## config.mk

```make
export PLATFORM = sky130hd
export DESIGN_NAME = xor_lookup_reader
export DESIGN_NICKNAME = d
export VERILOG_FILES = /design/src/rtl/xor_lookup_reader.sv
export SDC_FILE = /design/constraint.sdc
export NUM_CORES = 1
export LEC_CHECK = 0
export ABC_AREA = 1
export BUFFER_PORTS_ARGS = -buffer_cell sky130_fd_sc_hd__buf_2
export CORE_AREA = 2 2 299 301
export DETAILED_ROUTE_END_ITERATION = 8
export DIE_AREA = 0 0 301 303
export HOLD_SLACK_MARGIN = 0.1
export PLACE_DENSITY = 0.62
export SETUP_SLACK_MARGIN = 0.05
export SYNTH_ARGS = -nofsm -noshare
export SYNTH_HDL_FRONTEND = slang
export SYNTH_SLANG_ARGS = --single-unit
```

## constraint.sdc

```tcl
create_clock -name clk -period 1.82 [get_ports clk]
set_input_delay 0.091 -clock clk [delete_from_list [all_inputs] [get_ports clk]]
set_output_delay 0.091 -clock clk [all_outputs]
set_load 0.02 [all_outputs]
```

## src/rtl/xor_lookup_reader.sv

```systemverilog
// XOR-bank lookup reader: issues one bank read per accepted request, XORs the
// bank slices back into an entry, and forwards write commits that race the read.
module xor_lookup_reader #(
  parameter int NUM_WR      = 8,
  parameter int INDEX_WIDTH = 12,
  parameter int VALUE_WIDTH = 31,
  parameter int KEY_WIDTH   = 32,
  parameter int DATA_WIDTH  = 64,
  parameter int RD_LAT      = 4
) (
  input  logic                         clk,
  input  logic                         reset,
  input  logic                         en_in,
  input  logic [1:0]                   opt_in,
  input  logic [KEY_WIDTH-1:0]         key_in,
  input  logic [INDEX_WIDTH-1:0]       index_in,
  output logic                         rd_en,
  output logic [INDEX_WIDTH-1:0]       rd_addr,
  input  logic [NUM_WR*DATA_WIDTH-1:0] rd_data_all,
  input  logic                         wr_valid,
  input  logic [INDEX_WIDTH-1:0]       wr_index,
  input  logic [DATA_WIDTH-1:0]        wr_entry,
  output logic                         out_valid,
  output logic                         out_hit,
  output logic [VALUE_WIDTH-1:0]       out_value,
  output logic [KEY_WIDTH-1:0]         out_key,
  output logic [31:0]                  hit_cnt,
  output logic [31:0]                  miss_cnt
);

  // One slot per cycle from T+1 (read issued) to T+1+RD_LAT (data returned).
  localparam int STAGES    = RD_LAT + 1;
  localparam int VALID_BIT = KEY_WIDTH + VALUE_WIDTH;

  logic                   accept;
  logic [STAGES-1:0]      st_valid;
  logic [STAGES-1:0]      st_fwd;
  logic [STAGES-1:0]      snoop;
  logic [STAGES-1:0]      nxt_fwd;
  logic [KEY_WIDTH-1:0]   st_key    [STAGES];
  logic [INDEX_WIDTH-1:0] st_index  [STAGES];
  logic [DATA_WIDTH-1:0]  st_entry  [STAGES];
  logic [DATA_WIDTH-1:0]  nxt_entry [STAGES];
  logic [DATA_WIDTH-1:0]  xor_data;
  logic [DATA_WIDTH-1:0]  last_entry;

  logic                   e_valid;
  logic [KEY_WIDTH-1:0]   e_key;
  logic [DATA_WIDTH-1:0]  e_entry;
  logic                   e_hit;

  assign accept = en_in && (opt_in == 2'b00);

  // Each slot snoops the commit bus on its own index; a later match overwrites.
  always_comb begin
    snoop   = '0;
    nxt_fwd = '0;
    for (int s = 0; s < STAGES; s++) begin
      snoop[s]     = st_valid[s] && wr_valid && (wr_index == st_index[s]);
      nxt_fwd[s]   = st_fwd[s] || snoop[s];
      nxt_entry[s] = snoop[s] ? wr_entry : st_entry[s];
    end
  end

  always_comb begin
    xor_data = '0;
    for (int b = 0; b < NUM_WR; b++) begin
      xor_data = xor_data ^ rd_data_all[b*DATA_WIDTH +: DATA_WIDTH];
    end
  end

  assign last_entry = nxt_fwd[STAGES-1] ? nxt_entry[STAGES-1] : xor_data;

  assign e_hit = e_valid && e_entry[VALID_BIT] &&
                 (e_entry[KEY_WIDTH-1:0] == e_key);

  // Control path: valid bits, forward flags, outputs and counters.
  always_ff @(posedge clk) begin
    if (!reset) begin
      st_valid  <= '0;
      st_fwd    <= '0;
      e_valid   <= 1'b0;
      out_valid <= 1'b0;
      out_hit   <= 1'b0;
      out_value <= '0;
      out_key   <= '0;
      hit_cnt   <= '0;
      miss_cnt  <= '0;
    end else begin
      st_valid  <= {st_valid[STAGES-2:0], accept};
      st_fwd    <= {nxt_fwd[STAGES-2:0], 1'b0};
      e_valid   <= st_valid[STAGES-1];
      out_valid <= e_valid;
      out_hit   <= e_hit;
      out_value <= e_hit ? e_entry[VALID_BIT-1:KEY_WIDTH] : '0;
      out_key   <= e_valid ? e_key : '0;
      if (e_valid && e_hit && (hit_cnt != 32'hFFFF_FFFF)) begin
        hit_cnt <= hit_cnt + 32'd1;
      end
      if (e_valid && !e_hit && (miss_cnt != 32'hFFFF_FFFF)) begin
        miss_cnt <= miss_cnt + 32'd1;
      end
    end
  end

  // Data path carries no reset; it is qualified by the valid bits above.
  always_ff @(posedge clk) begin
    st_key[0]   <= key_in;
    st_index[0] <= index_in;
    st_entry[0] <= '0;
    for (int s = 1; s < STAGES; s++) begin
      st_key[s]   <= st_key[s-1];
      st_index[s] <= st_index[s-1];
      st_entry[s] <= nxt_entry[s-1];
    end
    e_key   <= st_key[STAGES-1];
    e_entry <= last_entry;
  end

  assign rd_en   = st_valid[0];
  assign rd_addr = st_index[0];

endmodule
```

==> results.py <==
metrics = {
    "timing": {
        "relSlewSlack_pct": 49.6,
        "worst_slack_ns": -0.0631,
        "final.period_utilization_pct": 103,
        "hold_viol": 0,
        "worst_pin_slew_ns": 0.753,
        "skew_ns": 0.0441,
        "rsz0062_at_grt": "yes",
        "fmax_ghz": 0.531,
        "fin_crit_ns": 1.88,
        "setup_tns_ns": -1.39,
        "slew_viol_final": 0,
        "setup_viol": 53,
    },
    "power": {
        "peakVddDrop_v": 0.000681,
        "powerDensity_nw_per_um2": 988,
        "p_leak_nw": 19.0,
    },
    "global_routing": {
        "grt_pass1_vias": 23900,
        "antenna_found_initial": 33,
        "grt_max_degree": 71,
        "track_usage_pct": 20.2,
        "grt_overflow": 0,
        "grt_pass1_wl_um": 140000,
    },
    "placed_design": {
        "numPortBuffers": 779,
        "hpwl_um": 71300,
        "gp_congestion": 0.923,
        "pre_cts_ws_ns": -0.176,
    },
    "worst_setup_path": {
        "path_delay_family": "simple AND/OR/NAND/NOR gates",
        "crit_fanout": 8,
        "reg2reg_slack_ns": -0.06,
        "critPathMaxStageDelay_ns": 0.40,
        "path_cells": "inv_1 > nand2_2 > nand2_1 > nor2_1 > nand2_1 > nor2_1 > nand2_2 > nor2_4 > nand3_4 > clkbuf_16 > nand2_4 > a21oi_1",
        "r2r_cells": 12,
        "reg2reg_to": "hit_cnt[4]$_SDFFE_PN0P_",
        "crit_required_ns": 2.30,
        "critPathKind": "flip-flop to flip-flop",
        "crit_path_end_kind": "flip-flop",
        "crit-reg2reg-launch": "e_entry[1]$_DFF_P_",
        "worstSetupStartpointType": "flip-flop",
        "cpMaxStageDelayCell": "dfxtp_4",
        "critPathBufInv": 2,
        "worstPathArrival_ns": 2.36,
    },
    "route": {
        "drt_first_pass_iters": 6,
        "wl_per_cell_um": 18.2,
        "drt_iter0_drc": 1777,
        "vias": 25400,
        "post_drt_via_cell_ratio": 4.46,
        "drc_errors": 0,
        "antenna_left": 0,
        "routed_wl_um": 104000,
    },
    "cts": {
        "cts_tree": "yes",
        "cts_buffers": 77,
        "insertion_delay_ns": 0.65,
        "clk_pin_slew_ns": 0.06,
        "clock-sinks": 711,
        "cts_buffer_depth": 3,
        "cts-root-buf": "clkbuf_16",
        "htreeDepth": 3,
    },
    "floorplan": {
        "initial_utilization_pct": 30.9,
        "fp.dieW_um": 301,
        "die_area_um2": 91200,
        "ios": 780,
        "die_h_um": 303,
        "num_rows": 109,
        "coreArea_um2": 88000,
    },
    "worst_hold_path": {
        "worstHoldPathCells": 6,
        "whs_endpoint": "e_entry[0]$_DFF_P_",
        "hold_start": "rd_data_all[192]",
        "hold_class": "input pin to flip-flop",
    },
    "logic_synthesis": {
        "avgSynthCellArea_um2": 8.55,
        "ys_warn_count": 0,
        "yosys.area.top_type_share_pct": 52.3,
        "seq_area_frac_synth_pct": 52.3,
        "synth.cell_area_um2": 27200,
        "synth_top_cell_by_area": "dfxtp_1",
        "ys_types": 37,
        "synth_nets": 3819,
        "yosys-top-cells-area": "dfxtp_1 (52%), nand2_1 (11%), xnor2_1 (9.4%), xor2_1 (7.5%), nor2_1 (3.9%)",
        "ys_ff_latch": 711,
        "synthCells": 3179,
    },
    "cells_and_area": {
        "syn2layout_area_growth_pct": 52.6,
        "final_net_count": 5107,
        "drive_gt1_share_pct": 31.0,
        "n_fill_cell": 8266,
    },
    "outcome": {
        "outcome": "finished, violations left",
        "violations": "negative setup slack",
    },
    "job": {
        "cap_violations": 0,
    },
}
final cells by class:
type                            instances  area (µm²)  share of cell area, %
Inverter                              217         815                   1.96
Multi-Input combinational cell       2134       12500                   30.1
Tap cell                             1165        1460                   3.51
Clock inverter                         40         666                   1.60
Antenna cell                           10        25.0                 0.0603
Sequential cell                       711       14300                   34.5
Timing Repair Buffer                 1326        9610                   23.2
Clock buffer                          102        2140                   5.16
cells in the mapped netlist, drive strengths merged:
cell type  count
xnor2        293
dfxtp        711
and3           2
nor3b          2
o221ai         1
buf           76
nand2        831
a221oi         2
a211oi         3
clkbuf        42
o22ai          7
inv          217
o2111ai        1
o2111a         2
and2           1
nor2         282
nor4           8
o21ai        273
ha             2
nand3b        12
xor2         234
nand4         78
a21oi         70
nand3         20
nor3           8
or2            1
what timing repair did:
item	in CTS	in global routing
buffers inserted	8	11
cloned	4	25
hold endpoints to repair	375	0
hold buffers	322	0
resized for setup	66	280
pin swaps	10	74
endpoints found under the setup margin	200	413
metrics by stage:
stage          cells  instance area [µm²]  total power [mW]  hold WS (ns)  utilization [%]
4_1_cts         5661                39900              40.9         0.100             45.4
2_1_floorplan   3179                27200              20.0         0.119                -
6_report        5705                41500              41.0        0.0902             47.2
3_3_place_gp    5185                33500              22.6         0.194             38.1
3_5_place_dp    5185                33500              22.6         0.195             38.1
5_1_grt         5701                41500              42.8         0.114             47.2
power breakdown:
group / internal [mW] / total (mW) / switching [mW]
sequential: 16.5 / 17.1 / 0.522
combinational: 3.49 / 6.97 / 3.48
clock: 9.98 / 17.0 / 7.01
layout by cell type, fill, tap and decap left out, drive strengths merged, types with 20 or more instances in the layout:
cell type    count
a21oi           70
nand4           78
xor2           234
o21ai          273
xnor2          293
buf            985
clkbuf         122
dlygate4sd3    320
nand2          832
nor2           282
dfxtp          711
nand3           20
inv            229
state kept, by name, indices dropped and copies added (netlist names):
signal / flops
out_value: 31
st_entry: 256
st_key: 160
out_key: 32
out_hit: 1
hit_cnt: 32
st_index: 60
out_valid: 1
miss_cnt: 32
e_entry: 64
e_valid: 1
st_valid: 5
e_key: 32
st_fwd: 4
worst max-delay path by stage:
| stage | from | endpoint | slack (ns) | cells after the start |
|---|---|---|---|---|
| final | e_entry[1]$_DFF_P_ | hit_cnt[4]$_SDFFE_PN0P_ | -0.06 | 12 |
| after global routing | e_entry[14]$_DFF_P_ | hit_cnt[18]$_SDFFE_PN0P_ | -0.16 | 12 |
| after CTS | st_valid[4]$_SDFF_PN0_ | e_entry[0]$_DFF_P_ | 0.01 | 9 |
| after detailed placement | e_entry[63]$_DFF_P_ | miss_cnt[4]$_SDFFE_PN0P_ | -0.18 | 9 |
| after global placement | e_entry[63]$_DFF_P_ | miss_cnt[0]$_SDFFE_PN0P_ | -0.15 | 10 |
| after floorplan | hit_cnt[0]$_SDFFE_PN0P_ | hit_cnt[2]$_SDFFE_PN0P_ | 0.05 | 9 |
kinds of logic after synthesis:
group | Yosys count | synth area share, %
XOR/XNOR | 527 | 17.0
flip-flops | 711 | 52.3
buffers and inverters | 335 | 5.37
AND/OR/NAND/NOR | 1245 | 18.4
AO/OA/AOI/OAI | 359 | 6.80
adder cells (fa/ha/maj) | 2 | 0.0920
tightest hold or removal path: stages:
cell and delay (ns):
buf_2 0.08, xnor2_1 0.06, xnor2_1 0.16, xor2_1 0.09, nand2_2 0.07, nand2_2 0.08
per-layer routing:
layer / wire length (µm) / vias up / global-route usage [%]
li1: - / 12600 / -
met3: 6310 / 183 / 3.19
met1: 42900 / 11800 / 24.6
met4: 3340 / 2 / 7.58
met5: 13 / - / 0
met2: 51500 / 925 / 35.9
Power figures use the tool's default switching activity.
